File: src/rtl/fp_div_pkg.sv
// Shared definitions for the parameterised floating-point divider.
// Holds the FSM state encoding, exception-flag bit positions and constant
// functions that build the exponent bias, infinity and quiet-NaN encodings
// for any exponent/fraction width pair.
package fp_div_pkg;

  typedef enum logic [2:0] {
    StIdle,
    StUnpack,
    StSpecial,
    StDivide,
    StNorm,
    StRound,
    StDone
  } state_e;

  localparam int unsigned ExcInvalid   = 3;
  localparam int unsigned ExcDivZero   = 2;
  localparam int unsigned ExcOverflow  = 1;
  localparam int unsigned ExcUnderflow = 0;

  function automatic int unsigned fp_bias(input int unsigned exp_w);
    return (32'd1 << (exp_w - 32'd1)) - 32'd1;
  endfunction

  // Unsigned magnitude of infinity: exponent all ones, fraction zero.
  function automatic logic [63:0] fp_inf(input int unsigned exp_w, input int unsigned man_w);
    logic [63:0] v;
    v = '0;
    for (int unsigned i = 0; i < exp_w; i++) v[man_w + i] = 1'b1;
    return v;
  endfunction

  // Canonical quiet NaN: sign 0, exponent all ones, fraction MSB set.
  function automatic logic [63:0] fp_qnan(input int unsigned exp_w, input int unsigned man_w);
    logic [63:0] v;
    v = fp_inf(exp_w, man_w);
    v[man_w - 1] = 1'b1;
    return v;
  endfunction

endpackage

File: src/rtl/fp_lzc.sv
// Combinational leading-zero counter.
// Ports: i_val - value to scan; o_cnt - number of zeros above the highest
// set bit (WIDTH when i_val is zero).
module fp_lzc #(
  parameter int unsigned WIDTH = 24,
  localparam int unsigned CntW = $clog2(WIDTH + 1)
) (
  input  logic [WIDTH-1:0] i_val,
  output logic [CntW-1:0]  o_cnt
);

  // Ascending scan: the last (highest) set bit found wins.
  always_comb begin
    o_cnt = CntW'(WIDTH);
    for (int unsigned i = 0; i < WIDTH; i++) begin
      if (i_val[i]) o_cnt = CntW'(WIDTH - 1 - i);
    end
  end

endmodule

File: src/rtl/fpdiv_param.sv
// Multi-cycle IEEE-754-style divider with round-to-nearest-even.
// Ports: clk/RESET (async, active-high); start requests a divide of a by b
// when idle or done; busy is high while an operation is in flight; done
// pulses for one cycle when result and exc (invalid, div_by_zero, overflow,
// underflow) become valid; both hold until the next accepted start.
module fpdiv_param
  import fp_div_pkg::*;
#(
  parameter int unsigned EXP_W = 8,
  parameter int unsigned MAN_W = 23
) (
  input  logic                   clk,
  input  logic                   RESET,
  input  logic                   start,
  input  logic [EXP_W+MAN_W:0]   a,
  input  logic [EXP_W+MAN_W:0]   b,
  output logic                   busy,
  output logic                   done,
  output logic [EXP_W+MAN_W:0]   result,
  output logic [3:0]             exc
);

  localparam int unsigned W    = 1 + EXP_W + MAN_W;
  localparam int unsigned EW   = EXP_W + 3;           // signed working exponent
  localparam int unsigned SW   = MAN_W + 1;           // significand with hidden bit
  localparam int unsigned RW   = SW + 1;              // remainder
  localparam int unsigned QW   = MAN_W + 3;           // int + fraction + guard + round
  localparam int unsigned LZW  = $clog2(SW + 1);
  localparam int unsigned ShW  = $clog2(QW + 1);
  localparam int unsigned CntW = $clog2(QW);
  localparam int unsigned Bias   = fp_bias(EXP_W);
  localparam int unsigned ExpMax = (32'd1 << EXP_W) - 32'd1;
  localparam logic [W-2:0] InfMag = (W-1)'(fp_inf(EXP_W, MAN_W));
  localparam logic [W-1:0] QNan   = W'(fp_qnan(EXP_W, MAN_W));

  state_e          r_state, w_state_d;
  logic [W-1:0]    r_a, r_b, r_result;
  logic [3:0]      r_exc;
  logic            r_done, r_sign;
  logic [SW-1:0]   r_mb;
  logic [RW-1:0]   r_rem;
  logic [QW-1:0]   r_q;
  logic [EW-1:0]   r_exp;
  logic [CntW-1:0] r_cnt;

  // Operand classification
  logic [EXP_W-1:0] w_a_exp, w_b_exp;
  logic [MAN_W-1:0] w_a_frac, w_b_frac;
  logic w_a_nan, w_b_nan, w_a_inf, w_b_inf, w_a_zero, w_b_zero;

  assign w_a_exp  = r_a[W-2:MAN_W];
  assign w_b_exp  = r_b[W-2:MAN_W];
  assign w_a_frac = r_a[MAN_W-1:0];
  assign w_b_frac = r_b[MAN_W-1:0];
  assign w_a_nan  = (&w_a_exp) && (w_a_frac != '0);
  assign w_b_nan  = (&w_b_exp) && (w_b_frac != '0);
  assign w_a_inf  = (&w_a_exp) && (w_a_frac == '0);
  assign w_b_inf  = (&w_b_exp) && (w_b_frac == '0);
  assign w_a_zero = (w_a_exp == '0) && (w_a_frac == '0);
  assign w_b_zero = (w_b_exp == '0) && (w_b_frac == '0);

  // Unpack: normalise significands, subnormals use exponent 1
  logic [SW-1:0]  w_sig_a, w_sig_b, w_ma, w_mb;
  logic [LZW-1:0] w_lz_a, w_lz_b;
  logic [EW-1:0]  w_ea, w_eb;

  assign w_sig_a = {|w_a_exp, w_a_frac};
  assign w_sig_b = {|w_b_exp, w_b_frac};

  fp_lzc #(.WIDTH(SW)) u_lzc_a (.i_val(w_sig_a), .o_cnt(w_lz_a));
  fp_lzc #(.WIDTH(SW)) u_lzc_b (.i_val(w_sig_b), .o_cnt(w_lz_b));

  assign w_ma = w_sig_a << w_lz_a;
  assign w_mb = w_sig_b << w_lz_b;
  assign w_ea = EW'(w_a_exp) + EW'(w_a_exp == '0) - EW'(w_lz_a);
  assign w_eb = EW'(w_b_exp) + EW'(w_b_exp == '0) - EW'(w_lz_b);

  // Special-case resolution, first match wins
  logic         w_special;
  logic [W-1:0] w_spec_res;
  logic [3:0]   w_spec_exc;

  always_comb begin
    w_special  = 1'b1;
    w_spec_res = '0;
    w_spec_exc = '0;
    if (w_a_nan || w_b_nan || (w_a_inf && w_b_inf) || (w_a_zero && w_b_zero)) begin
      w_spec_res             = QNan;
      w_spec_exc[ExcInvalid] = 1'b1;
    end else if (w_b_zero && !w_a_inf) begin
      w_spec_res             = {r_sign, InfMag};
      w_spec_exc[ExcDivZero] = 1'b1;
    end else if (w_a_inf) begin
      w_spec_res = {r_sign, InfMag};
    end else if (w_b_inf || w_a_zero) begin
      w_spec_res = {r_sign, {(W-1){1'b0}}};
    end else begin
      w_special = 1'b0;
    end
  end

  // One restoring-division step. The integer quotient bit is produced in the
  // SPECIAL cycle so the divide loop finishes one cycle earlier.
  logic          w_ge;
  logic [RW-1:0] w_rem_sub, w_rem_next;

  assign w_ge       = r_rem >= {1'b0, r_mb};
  assign w_rem_sub  = w_ge ? (r_rem - {1'b0, r_mb}) : r_rem;
  assign w_rem_next = w_rem_sub << 1;

  // Round: denormalise tiny results, then round-to-nearest-even
  logic            w_tiny, w_lost, w_guard, w_rs, w_up, w_ovf, w_inexact;
  logic [EW-1:0]   w_sh_full, w_exp_fin;
  logic [ShW-1:0]  w_sh;
  logic [QW-1:0]   w_shifted;
  logic [SW:0]     w_sum;
  logic [W-1:0]    w_rnd_res;

  always_comb begin
    w_tiny    = r_exp[EW-1] || (r_exp == '0);
    w_sh_full = EW'(1) - r_exp;
    w_sh      = '0;
    if (w_tiny) w_sh = (w_sh_full > EW'(QW)) ? ShW'(QW) : ShW'(w_sh_full);
    w_shifted = r_q >> w_sh;
    w_lost    = |(r_q & ~({QW{1'b1}} << w_sh));
    w_guard   = w_shifted[1];
    w_rs      = w_shifted[0] || w_lost || (r_rem != '0);
    w_up      = w_guard && (w_rs || w_shifted[2]);
    w_sum     = {1'b0, w_shifted[QW-1:2]} + (SW+1)'(w_up);
    // Carry into the hidden position promotes subnormal->normal or bumps exp.
    w_exp_fin = w_tiny ? EW'(w_sum[MAN_W]) : (r_exp + EW'(w_sum[MAN_W+1]));
    w_ovf     = !w_tiny && (w_exp_fin >= EW'(ExpMax));
    w_inexact = w_guard || w_rs;
    w_rnd_res = w_ovf ? {r_sign, InfMag}
                      : {r_sign, w_exp_fin[EXP_W-1:0], w_sum[MAN_W-1:0]};
  end

  // FSM
  always_comb begin
    w_state_d = r_state;
    unique case (r_state)
      StIdle, StDone: if (start) w_state_d = StUnpack;
      StUnpack:       w_state_d = StSpecial;
      StSpecial:      w_state_d = w_special ? StDone : StDivide;
      StDivide:       if (r_cnt == '0) w_state_d = StNorm;
      StNorm:         w_state_d = StRound;
      StRound:        w_state_d = StDone;
      default:        w_state_d = StIdle;
    endcase
  end

  always_ff @(posedge clk or posedge RESET) begin
    if (RESET) r_state <= StIdle;
    else       r_state <= w_state_d;
  end

  always_ff @(posedge clk or posedge RESET) begin
    if (RESET) begin
      r_a      <= '0;
      r_b      <= '0;
      r_result <= '0;
      r_exc    <= '0;
      r_done   <= 1'b0;
      r_sign   <= 1'b0;
      r_mb     <= '0;
      r_rem    <= '0;
      r_q      <= '0;
      r_exp    <= '0;
      r_cnt    <= '0;
    end else begin
      r_done <= (w_state_d == StDone) && (r_state != StDone);
      unique case (r_state)
        StIdle, StDone: begin
          if (start) begin
            r_a   <= a;
            r_b   <= b;
            r_exc <= '0;
          end
        end
        StUnpack: begin
          r_sign <= r_a[W-1] ^ r_b[W-1];
          r_mb   <= w_mb;
          r_rem  <= {1'b0, w_ma};
          r_exp  <= w_ea - w_eb + EW'(Bias);
        end
        StSpecial: begin
          if (w_special) begin
            r_result <= w_spec_res;
            r_exc    <= w_spec_exc;
          end else begin
            r_q   <= {r_q[QW-2:0], w_ge};
            r_rem <= w_rem_next;
            r_cnt <= CntW'(QW - 2);
          end
        end
        StDivide: begin
          r_q   <= {r_q[QW-2:0], w_ge};
          r_rem <= w_rem_next;
          r_cnt <= r_cnt - CntW'(1);
        end
        StNorm: begin
          if (!r_q[QW-1]) begin
            r_q   <= r_q << 1;
            r_exp <= r_exp - EW'(1);
          end
        end
        StRound: begin
          r_result                <= w_rnd_res;
          r_exc[ExcOverflow]      <= w_ovf;
          r_exc[ExcUnderflow]     <= w_tiny && w_inexact;
        end
        default: ;
      endcase
    end
  end

  assign busy   = (r_state != StIdle) && (r_state != StDone);
  assign done   = r_done;
  assign result = r_result;
  assign exc    = r_exc;

endmodule

File: config.mk
export PLATFORM = sky130hd
export DESIGN_NAME = fpdiv_param
export DESIGN_NICKNAME = d
export VERILOG_FILES = /design/src/rtl/fp_div_pkg.sv /design/src/rtl/fp_lzc.sv /design/src/rtl/fpdiv_param.sv
export SDC_FILE = /design/constraint.sdc
export NUM_CORES = 1
export LEC_CHECK = 0
export CORE_ASPECT_RATIO = 1.5
export CORE_MARGIN = 5
export CORE_UTILIZATION = 45
export CTS_BUF_LIST = sky130_fd_sc_hd__clkbuf_4
export DETAILED_ROUTE_END_ITERATION = 8
export PLACE_DENSITY = 0.71
export SYNTH_ARGS = -nofsm -noshare
export SYNTH_HDL_FRONTEND = slang
export SYNTH_SLANG_ARGS = --single-unit
File: constraint.sdc
create_clock -name clk -period 9.9 [get_ports clk]
set_clock_uncertainty 0.15 [all_clocks]
set_input_delay 1.485 -clock clk [delete_from_list [all_inputs] [get_ports clk]]
set_output_delay 1.485 -clock clk [all_outputs]
set_load 0.02 [all_outputs]
==> flow_summary.json <==
{
  "totalWireLength_um": 59620,
  "dr_wl_met2_um": 31220,
  "rsz_0062_raised_after_global_routing": "false",
  "fp.dieW_um": 165.9,
  "timing.final.setup_violations": 0,
  "vdd_ir_max_v": 0.0002824,
  "clkTransAtPathRegs_ns": 0.18,
  "insertion_delay_ns": 0.68,
  "htree_num_levels": 4,
  "worst-endpoint-arrival_ns": 9.39,
  "crit_path_max_fanout": 24,
  "main_flop_type_after_synthesis": "dfrtp_1",
  "routedLengthMet1_um": 21360,
  "cts_resized": 0,
  "reg2reg_from": "r_exp[1]",
  "rr_worst_depth": 27,
  "design_power_total_w": 0.007582,
  "synth_edf_count": 0,
  "placeableCoreArea_um2": 35950,
  "place_area_um2": 17890,
  "hold_depth": 2,
  "grt_pass1_wl_um": 90900,
  "ctsRootBufferMaster": "clkbuf_4",
  "post-route-util_pct": 50.47,
  "placed_cells_incl_taps": 2477,
  "slew_violations": 0,
  "area_delta_synth_final_pct": 10.59,
  "timing_hold_violations_final": 0,
  "synthTopCellsByArea": "dfrtp_1 30%, ha_1 6.3%, mux2i_1 5.9%",
  "grt_pass1_vias": 15746,
  "cp-startpoint": "r_exp[1]",
  "die_y_um": 243.9,
  "die_area_um2": 40450,
  "syn-cell-area_um2": 16410,
  "leading_cell_type_in_the_layout_fill_and_taps_excluded": "dfrtp_1",
  "cap_violations": 0,
  "layout.cell_area.non_filler_um2": 18140,
  "place.port_buffers": 104,
  "wire_per_inst_um": 23.76,
  "post-dp-hpwl_um": 46160,
  "final_antenna_net_count": 0,
  "timing_worst_setup_path_type": "flip-flop to flip-flop",
  "hold_buffers": 0,
  "synthDistinctLibCells": 94,
  "setup.worst_path.end_class": "flip-flop",
  "layout_cells_sized_above_1_pct": 9.561,
  "synth_area_per_cell_um2": 8.298,
  "run_status": "finished clean",
  "route.met3.wl_um": 2839,
  "share_of_synthesized_flip_flops_with_an_asynchronous_set_or_reset_pct": 100.0,
  "yosysTopAreaCellShare_pct": 29.90,
  "post_synth_inst_count": 1977,
  "detail_route.vias_per_cell": 6.404,
  "cts_sinks": 196,
  "fmax_mhz": 111.4,
  "r2r_setup_slack_ns": 0.92,
  "synthesis.yosys.warnings": 0,
  "synth_area_leader_cell": "dfrtp_1",
  "tns_ns": 0,
  "max-clock-path-buffers": 2,
  "most_frequent_cells_in_the_layout": "196 x dfrtp_1, 190 x nand2_1, 174 x o21ai_0, 139 x nor2_1, 112 x a21oi_1",
  "maxUsedRoutingLayer": "met4",
  "power_density_nw_per_um2": 417.9,
  "cts_inserted_buffers": 17,
  "max_slew.worst_pin.slew_ns": 1.346,
  "ioPinCount": 105,
  "cts_post_setup_buffers_inserted": 0,
  "floorplan.initialDensity_pct": 45.64,
  "yosys_register_bits": 196,
  "groute.usage.overall_pct": 28.54,
  "antenna_found_initial": 2,
  "detailedRoute.firstIterationViolations": 1110,
  "tritoncts_clock_tree": "built",
  "fin_nets": 2172,
  "relSlewSlack_pct": 9.073,
  "layout_worst_path_cycle_share_pct": 90.66,
  "route.vias.total": 16067,
  "seq_area_frac_synth_pct": 29.90,
  "drt_drc_violations_left": 0,
  "crit_required_ns": 10.32,
  "crit_path_start_kind": "flip-flop",
  "rows": 85,
  "grt_overflow_total": 0,
  "number_of_search_and_repair_iterations_in_the_first_detailed_routing_pass": 6,
  "holdCritPathClass": "flip-flop to flip-flop",
  "launch_point_of_the_worst_hold_path": "r_q[0]",
  "power.static_leakage_nw": 7.780,
  "layoutNonFillerInstCount": 2509,
  "finalCriticalPeriod_ns": 8.976,
  "place.gp.congestion": 1.055,
  "grt_max_degree": 128
}
==> through the flow <==
stage | worst slack, ns | hold slack (ns)
floorplan | 2.924 | 0.2985
global placement | 1.358 | 0.3157
detailed placement | 1.044 | 0.3239
CTS | 0.9754 | 0.3519
global route | 0.2701 | 0.3824
finish | 0.9243 | 0.3495
==> per-layer routing <==
metal	track usage [%]	vias up
met3	4.184	213
met2	53.20	647
met1	29.72	7790
li1	-	7417
met5	0	-
met4	18.16	0
==> kinds of logic (layout without fill, tap and decap cells) <==
group	Yosys count	after routing	synth area share [%]
and+or+nand+nor	628	628	18.76
adders and majority gates	88	88	6.879
buffers and inverters	225	275	5.514
AOI/OAI and AO/OA	605	605	24.36
xor gates and xnor gates	56	56	2.990
DFF	196	196	29.90
other	2	6	0.04578
muxes	177	177	11.55
==> critical path, cell delays in order, from the launching register on <==
cell      delay [ns]
dfrtp_1         0.66
inv_1           0.26
ha_1            0.36
a211o_1         0.32
o211ai_1        0.21
o211a_1         0.75
or4_1           0.64
mux2i_1         0.37
a22oi_1         0.18
a31oi_1         0.51
nand4b_1        0.27
nor4_2          0.29
buf_4           0.20
nor4bb_1        0.50
ha_1            0.29
ha_1            0.22
nand3_1         0.11
xnor2_1         0.18
nand2_1         0.09
nor4_1          0.30
nand3_1         0.14
o31ai_1         0.52
nand2_1         0.23
nand2_1         0.52
or3_1           0.22
nor2_1          0.04
a221oi_1        0.22
nand2_1         0.09
==> cell usage after synthesis (all sizes together), types with 17 or more instances <==
library cell,number
nor3,44
nor4,33
o22ai,20
nand2,190
nand4,27
clkbuf,91
xor2,18
xnor2,38
a21oi,112
a211oi,29
ha,83
dfrtp,196
nand3,85
nor2,141
inv,106
mux2,79
nor2b,17
o21ai,179
mux2i,96
o211ai,45
buf,28
a31oi,21
==> worst paths after layout <==
| check | end |
|---|---|
| min in group asynchronous | r_a[30] |
| max reg2reg | result[21] |
| max | result[21] |
| min reg2reg | r_q[1] |
| min | r_q[1] |
| max in group asynchronous | r_rem[16] |
==> registers in the layout, indices dropped and copies added (netlist names) <==
| signal | count |
|---|---|
| r_state | 3 |
| r_sign | 1 |
| result | 32 |
| r_cnt | 5 |
| r_exp | 11 |
| r_b | 32 |
| r_mb | 24 |
| r_rem | 25 |
| r_q | 26 |
| r_a | 32 |
| done | 1 |
| exc | 4 |
==> report_power, final <==
part / internal (W) / leakage (nW) / switching [W]
clock network: 0.000130 / 0.135 / 0.000302
registers: 0.00118 / 2.43 / 0.000559
logic: 0.00222 / 5.22 / 0.00319
==> area by class of cell <==
| cell class | count | area (µm²) |
|---|---|---|
| Tap cell | 478 | 598.1 |
| Clock inverter | 11 | 105.1 |
| Multi-Input combinational cell | 1558 | 10680 |
| Clock buffer | 19 | 142.6 |
| Fill cell | 3507 | 17800 |
| Antenna cell | 2 | 5.005 |
| Inverter | 106 | 405.4 |
| Timing Repair Buffer | 139 | 1304 |
| Sequential cell | 196 | 4905 |
Note: power is estimated with default switching activity, not from simulation.
